**src/rtl/bilinear_neighbor_fetch.sv**
```systemverilog
// Fetches the 2x2 source neighbourhood of one output pixel for bilinear_calculation.
// Optional EDGE_CLAMP_EN clamps x+1 / y+1 to the last source column / row.
module bilinear_neighbor_fetch #(
    parameter int DATA_W  = 16,
    parameter int COORD_W = 16,
    parameter int COEF_W  = 17
) (
    input  logic               vin_clk,
    input  logic               rst,
    input  logic               frame_sync_n,
    input  logic [COORD_W-1:0] vin_xres,
    input  logic [COORD_W-1:0] vin_yres,
    input  logic               coo_valid,
    output logic               coo_ready,
    input  logic [COORD_W-1:0] coordinate_x,
    input  logic [COORD_W-1:0] coordinate_y,
    input  logic [COEF_W-1:0]  coefficient1,
    input  logic [COEF_W-1:0]  coefficient2,
    input  logic [COEF_W-1:0]  coefficient3,
    input  logic [COEF_W-1:0]  coefficient4,
    output logic               mem_rd_req,
    input  logic               mem_rd_gnt,
    output logic [31:0]        mem_rd_addr,
    input  logic               mem_rd_valid,
    input  logic [DATA_W-1:0]  mem_rd_data,
    output logic               fetch_valid,
    input  logic               fetch_ready,
    output logic [DATA_W-1:0]  doutbx,
    output logic [DATA_W-1:0]  doutbx1,
    output logic [DATA_W-1:0]  doutby,
    output logic [DATA_W-1:0]  doutby1,
    output logic [COEF_W-1:0]  cal_coefficient1,
    output logic [COEF_W-1:0]  cal_coefficient2,
    output logic [COEF_W-1:0]  cal_coefficient3,
    output logic [COEF_W-1:0]  cal_coefficient4
);

    typedef enum logic [1:0] {S_IDLE, S_REQ, S_WAIT, S_OUT} state_t;

    localparam logic [COORD_W-1:0] C_ONE = COORD_W'(1);

    state_t              r_state;
    state_t              w_next;
    logic [1:0]          r_idx;
    logic [2:0]          r_nbeat;
    logic [2:0]          r_cnt;
    logic [COORD_W-1:0]  r_x;
    logic [COORD_W-1:0]  r_y;
    logic [COORD_W-1:0]  w_x1;
    logic [COORD_W-1:0]  w_y1;
    logic [COORD_W-1:0]  w_col;
    logic [COORD_W-1:0]  w_row;
    logic [15:0]         w_col16;
    logic [15:0]         w_row16;
    logic                w_acc;
    logic                w_gnt;
    logic                w_ret;
    logic                w_beat;
    logic [2:0]          w_nbeat_nx;

`ifdef EDGE_CLAMP_EN
    assign w_x1 = (r_x >= vin_xres - C_ONE) ? vin_xres - C_ONE : r_x + C_ONE;
    assign w_y1 = (r_y >= vin_yres - C_ONE) ? vin_yres - C_ONE : r_y + C_ONE;
`else
    logic w_unused_res;
    assign w_unused_res = ^{vin_xres, vin_yres};
    assign w_x1 = r_x + C_ONE;
    assign w_y1 = r_y + C_ONE;
`endif

    // idx bit 0 selects the right column, bit 1 the lower row
    assign w_col   = r_idx[0] ? w_x1 : r_x;
    assign w_row   = r_idx[1] ? w_y1 : r_y;
    assign w_col16 = 16'(w_col);
    assign w_row16 = 16'(w_row);
    assign mem_rd_addr = mem_rd_req ? {w_row16, w_col16[13:0], 2'b00} : 32'd0;

    assign w_acc  = coo_valid && coo_ready;
    assign w_gnt  = mem_rd_req && mem_rd_gnt;
    assign w_ret  = mem_rd_valid && (r_cnt != 3'd0);
    // beats arriving after an abort only count down the outstanding counter
    assign w_beat = w_ret && frame_sync_n &&
                    ((r_state == S_REQ) || (r_state == S_WAIT));
    assign w_nbeat_nx = r_nbeat + {2'b00, w_beat};

    always_ff @(posedge vin_clk) begin
        if (rst) r_state <= S_IDLE;
        else     r_state <= w_next;
    end

    always_comb begin
        w_next      = r_state;
        coo_ready   = 1'b0;
        mem_rd_req  = 1'b0;
        fetch_valid = 1'b0;
        unique case (r_state)
            S_IDLE: begin
                coo_ready = !rst && frame_sync_n && (r_cnt == 3'd0);
                if (coo_valid && coo_ready) w_next = S_REQ;
            end
            S_REQ: begin
                mem_rd_req = 1'b1;
                if (mem_rd_gnt && (r_idx == 2'd3))
                    w_next = (w_nbeat_nx == 3'd4) ? S_OUT : S_WAIT;
            end
            S_WAIT: begin
                if (w_nbeat_nx == 3'd4) w_next = S_OUT;
            end
            S_OUT: begin
                fetch_valid = 1'b1;
                if (fetch_ready) w_next = S_IDLE;
            end
            default: w_next = S_IDLE;
        endcase
        if (!frame_sync_n) w_next = S_IDLE;
    end

    always_ff @(posedge vin_clk) begin
        if (rst) begin
            r_idx            <= '0;
            r_nbeat          <= '0;
            r_cnt            <= '0;
            r_x              <= '0;
            r_y              <= '0;
            doutbx           <= '0;
            doutbx1          <= '0;
            doutby           <= '0;
            doutby1          <= '0;
            cal_coefficient1 <= '0;
            cal_coefficient2 <= '0;
            cal_coefficient3 <= '0;
            cal_coefficient4 <= '0;
        end else begin
            unique case (1'b1)
                (w_gnt && !w_ret): r_cnt <= r_cnt + 3'd1;
                (!w_gnt && w_ret): r_cnt <= r_cnt - 3'd1;
                default: ;
            endcase
            if (w_acc) begin
                r_idx            <= '0;
                r_nbeat          <= '0;
                r_x              <= coordinate_x;
                r_y              <= coordinate_y;
                cal_coefficient1 <= coefficient1;
                cal_coefficient2 <= coefficient2;
                cal_coefficient3 <= coefficient3;
                cal_coefficient4 <= coefficient4;
            end
            if (w_gnt) r_idx <= r_idx + 2'd1;
            if (w_beat) begin
                r_nbeat <= w_nbeat_nx;
                unique case (r_nbeat[1:0])
                    2'd0: doutbx  <= mem_rd_data;
                    2'd1: doutbx1 <= mem_rd_data;
                    2'd2: doutby  <= mem_rd_data;
                    default: doutby1 <= mem_rd_data;
                endcase
            end
        end
    end

endmodule
```
**config.mk**
```make
export PLATFORM = sky130hd
export DESIGN_NAME = bilinear_neighbor_fetch
export DESIGN_NICKNAME = d
export VERILOG_FILES = /design/src/rtl/bilinear_neighbor_fetch.sv
export SDC_FILE = /design/constraint.sdc
export NUM_CORES = 1
export LEC_CHECK = 0
export ABC_AREA = 1
export BUFFER_PORTS_ARGS = -buffer_cell sky130_fd_sc_hd__buf_2
export CAP_MARGIN = 20
export CORE_MARGIN = 3
export CORE_UTILIZATION = 51
export DETAILED_ROUTE_END_ITERATION = 7
export GPL_TIMING_DRIVEN = 0
export PLACE_DENSITY = 0.93
export SYNTH_ARGS = -nofsm -noshare
export SYNTH_HDL_FRONTEND = slang
export SYNTH_SLANG_ARGS = --single-unit
```
**constraint.sdc**
```tcl
create_clock -name vin_clk -period 7.2 [get_ports vin_clk]
set_input_delay 0.36 -clock vin_clk [delete_from_list [all_inputs] [get_ports vin_clk]]
set_output_delay 0.36 -clock vin_clk [all_outputs]
set_load 0.05 [all_outputs]
```
==> flow_summary.yaml <==
status:
  outcome: "completed"
worst_setup_path:
  path_class: "reg -> out"
  start_kind: "flop"
  reg2reg_from: "r_state[0]$_SDFFE_PP0P_"
  reg2reg_depth: 13
  end_kind: "output pin"
  arrival_ns: 2.41
  required_ns: 6.84
  r2r_slack_ns: 4.49
  crit_fanout: 10
  timing.rr.end: "r_state[0]$_SDFFE_PP0P_"
logic_synthesis:
  synthCells: 972
  yosys_warnings: 0
  synth_edf_count: 0
  synth_ff_type: "dfxtp_1"
  syn_area_sq_mm: 0.00727
  avgSynthCellArea_sq_um: 7.48
  ys_top_cells_by_area: "dfxtp_1 (47%), nor2_1 (10%), a21oi_1 (7.6%)"
  netlist.area_leader.share: 0.474
  async_reset_ff_frac: 0
  ys_ff_latch: 172
  synth_cell_types: 35
  synth_most_common_cell: "nor2_1"
  synth_common_cells: "nor2_1 (202), dfxtp_1 (172), nand2_1 (117)"
  synth_top_cell_by_area: "dfxtp_1"
  yosysSeqAreaShare: 0.474
placed_design:
  place_hpwl_um: 18100
  dp.cells: 1437
  globalplace.congestion: 0.931
  port_buffers: 284
grt:
  track_usage: 0.300
  grt_pass1_vias: 7337
  overflow: 0
  grt_start_max_net_pins: 17
  grt_pass1_wl_um: 37700
  grt_antenna_before_repair: 5
clock_tree:
  cts_hold_buf: 0
  cts_tree: "built"
  root_buffer: "clkbuf_16"
  cts_sinks: 172
  post_cts_buffers: 0
  max-clock-path-buffers: 2
  cts_resized: 0
  cts.reportedPaths.clkPinSlew_ns: 0.07
  cts_made_buffers: 17
  htree_levels: 4
  clk_latency_ns: 0.44
routing:
  avgRoutedWirePerCell_um: 16.6
  drc: 0
  drt.antenna.violating_nets: 0
  vias: 8201
  drtPass1Iterations: 6
  via_per_inst: 5.56
  drt_wl_total_um: 24400
  dr.first_iter.drc_count: 827
die:
  die_h_um: 125
  io_pins: 322
  rows: 43
  die_x_um: 125
  start_util: 0.522
  dieArea_sq_mm: 0.0157
  core_area_sq_mm: 0.0139
final_layout:
  synthToLayoutAreaGrowth_pct: 31.3
  fillers: 1145
  nNetsFinal: 1444
  multiInputGateArea_sq_mm: 0.00329
  fin_cells: 1474
  drive_gt1_frac: 0.282
  ff_latch_area_sq_mm: 0.00344
sta:
  period_needed_ns: 2.77
  post-route-period-util: 0.385
  clock_skew_ns: 0.0101
  worst_slew_pin_slew_ns: 0.555
  rsz0062_at_grt: "false"
  fmax_ghz: 0.361
  fin_setup_tns_ns: 0
  setup_viol: 0
  slew_headroom: 0.630
  slew_viol_final: 0
  hold_viol_final: 0
pwr:
  swShare: 0.299
  vdd_drop_max_v: 0.000210
  p_clk_frac: 0.404
  comb_power_share: 0.160
  switchingPower_w: 0.000706
  seqPwrFrac: 0.436
  p_int_w: 0.00165
  leakage_nw: 4.28
  power_density_mw_per_mm2: 247
hold_path:
  holdPathStages: 3
  hp-class: "in -> reg"
  min_delay_worst_endpoint: "cal_coefficient3[14]$_SDFFE_PP0P_"
  min_from: "coefficient3[14]"
flow_run:
  drv_cap: 0
[flip-flops by register name, summed over array words and instances, names as in the netlist]
| register | count |
|---|---|
| cal_coefficient4 | 17 |
| doutby1 | 16 |
| r_y | 16 |
| r_state | 2 |
| cal_coefficient3 | 17 |
| cal_coefficient1 | 17 |
| doutbx1 | 16 |
| doutby | 16 |
| r_idx | 2 |
| r_x | 14 |
| cal_coefficient2 | 17 |
| r_nbeat | 3 |
| r_cnt | 3 |
| doutbx | 16 |
[per-layer routing]
layer | part of all wire | vias to the layer above | global-route usage
met5 | 0.00053 | - | 0
met4 | 0.045 | 2 | 0.135
met3 | 0.093 | 106 | 0.0777
met2 | 0.48 | 461 | 0.489
met1 | 0.39 | 3751 | 0.375
li1 | - | 3881 | -
[layout by cell type (no fill, tap or decap), types with 2 or more instances in the layout]
master,synthesis,layout
clkbuf_16,0,17
inv_2,7,7
inv_6,0,2
clkinv_2,1,4
buf_1,3,3
nor3_1,9,9
a21oi_1,111,111
clkbuf_1,39,39
nand3_1,17,17
clkinv_4,0,4
o21ai_1,12,12
dfxtp_1,172,172
buf_2,17,301
buf_6,7,7
nand2_1,117,117
a31oi_1,3,3
a211oi_1,2,2
nand3_2,5,5
ha_1,12,12
buf_4,5,5
inv_1,40,40
conb_1,1,2
nand4_1,70,70
o21ai_0,107,107
inv_8,0,2
bufinv_16,0,3
nor2_1,202,202
diode_2,0,5
[area by class of cell]
class                      instances  area share
antenna                            5     0.00131
multi-input combinational        681       0.344
sequential                       172       0.361
clock inverter                    15      0.0197
timing repair buffer             284       0.149
clock buffer                      17      0.0446
tap                              180      0.0236
inverter                          49      0.0194
buffer                            71      0.0376
[logic make-up after synthesis]
group                      after synthesis  share of synthesized area
AOI/OAI and AO/OA                      236                      0.164
DFF                                    172                      0.474
buffers and inverters                  120                     0.0748
adders and majority gates               13                     0.0234
other                                    1                   0.000516
xor gates and xnor gates                 1                    0.00120
and+or+nand+nor                        429                      0.263
[critical path, stage by stage, from the launching register on]
cell,delay [ns]
dfxtp_1,0.34
buf_2,0.21
nand2_1,0.07
nor2_1,0.18
nand2_1,0.13
nor2_2,0.24
nand2_1,0.12
nand2_1,0.07
nor3b_1,0.30
buf_2,0.33
[worst max-delay path by stage]
stage                            start                       to  cells past startpoint
2_1_floorplan  r_state[1]$_SDFFE_PP0P_          mem_rd_addr[20]                      4
3_3_place_gp   r_state[0]$_SDFFE_PP0P_  r_state[0]$_SDFFE_PP0P_                     13
3_5_place_dp   r_state[0]$_SDFFE_PP0P_  r_state[1]$_SDFFE_PP0P_                     13
4_1_cts        r_state[0]$_SDFFE_PP0P_  r_state[1]$_SDFFE_PP0P_                     13
5_1_grt          r_idx[0]$_SDFFE_PP0P_          mem_rd_addr[11]                      9
6_report         r_idx[0]$_SDFFE_PP0P_          mem_rd_addr[11]                      9
[power by group through the flow]
stage	Sequential [W]	Clock, W	Combinational [W]
after global placement	0.00105	0	0.000365
after global routing	0.00103	0.00100	0.000408
after floorplan	0.00115	0	0.000149
after detailed placement	0.00105	0	0.000374
final	0.00103	0.000953	0.000379
after CTS	0.00103	0.000960	0.000376
[through the flow]
stage,util,cell area (sq um),power (W),setup slack [ns],hold slack [ns]
after CTS,0.684,9540,0.00236,4.49,0.149
after global routing,0.685,9550,0.00244,4.22,0.163
after global placement,0.640,8920,0.00141,4.57,0.446
final,0.685,9550,0.00236,4.43,0.156
after floorplan,-,7280,0.00130,4.23,0.441
after detailed placement,0.640,8920,0.00142,4.52,0.449
Power figures use the tool's default switching activity.
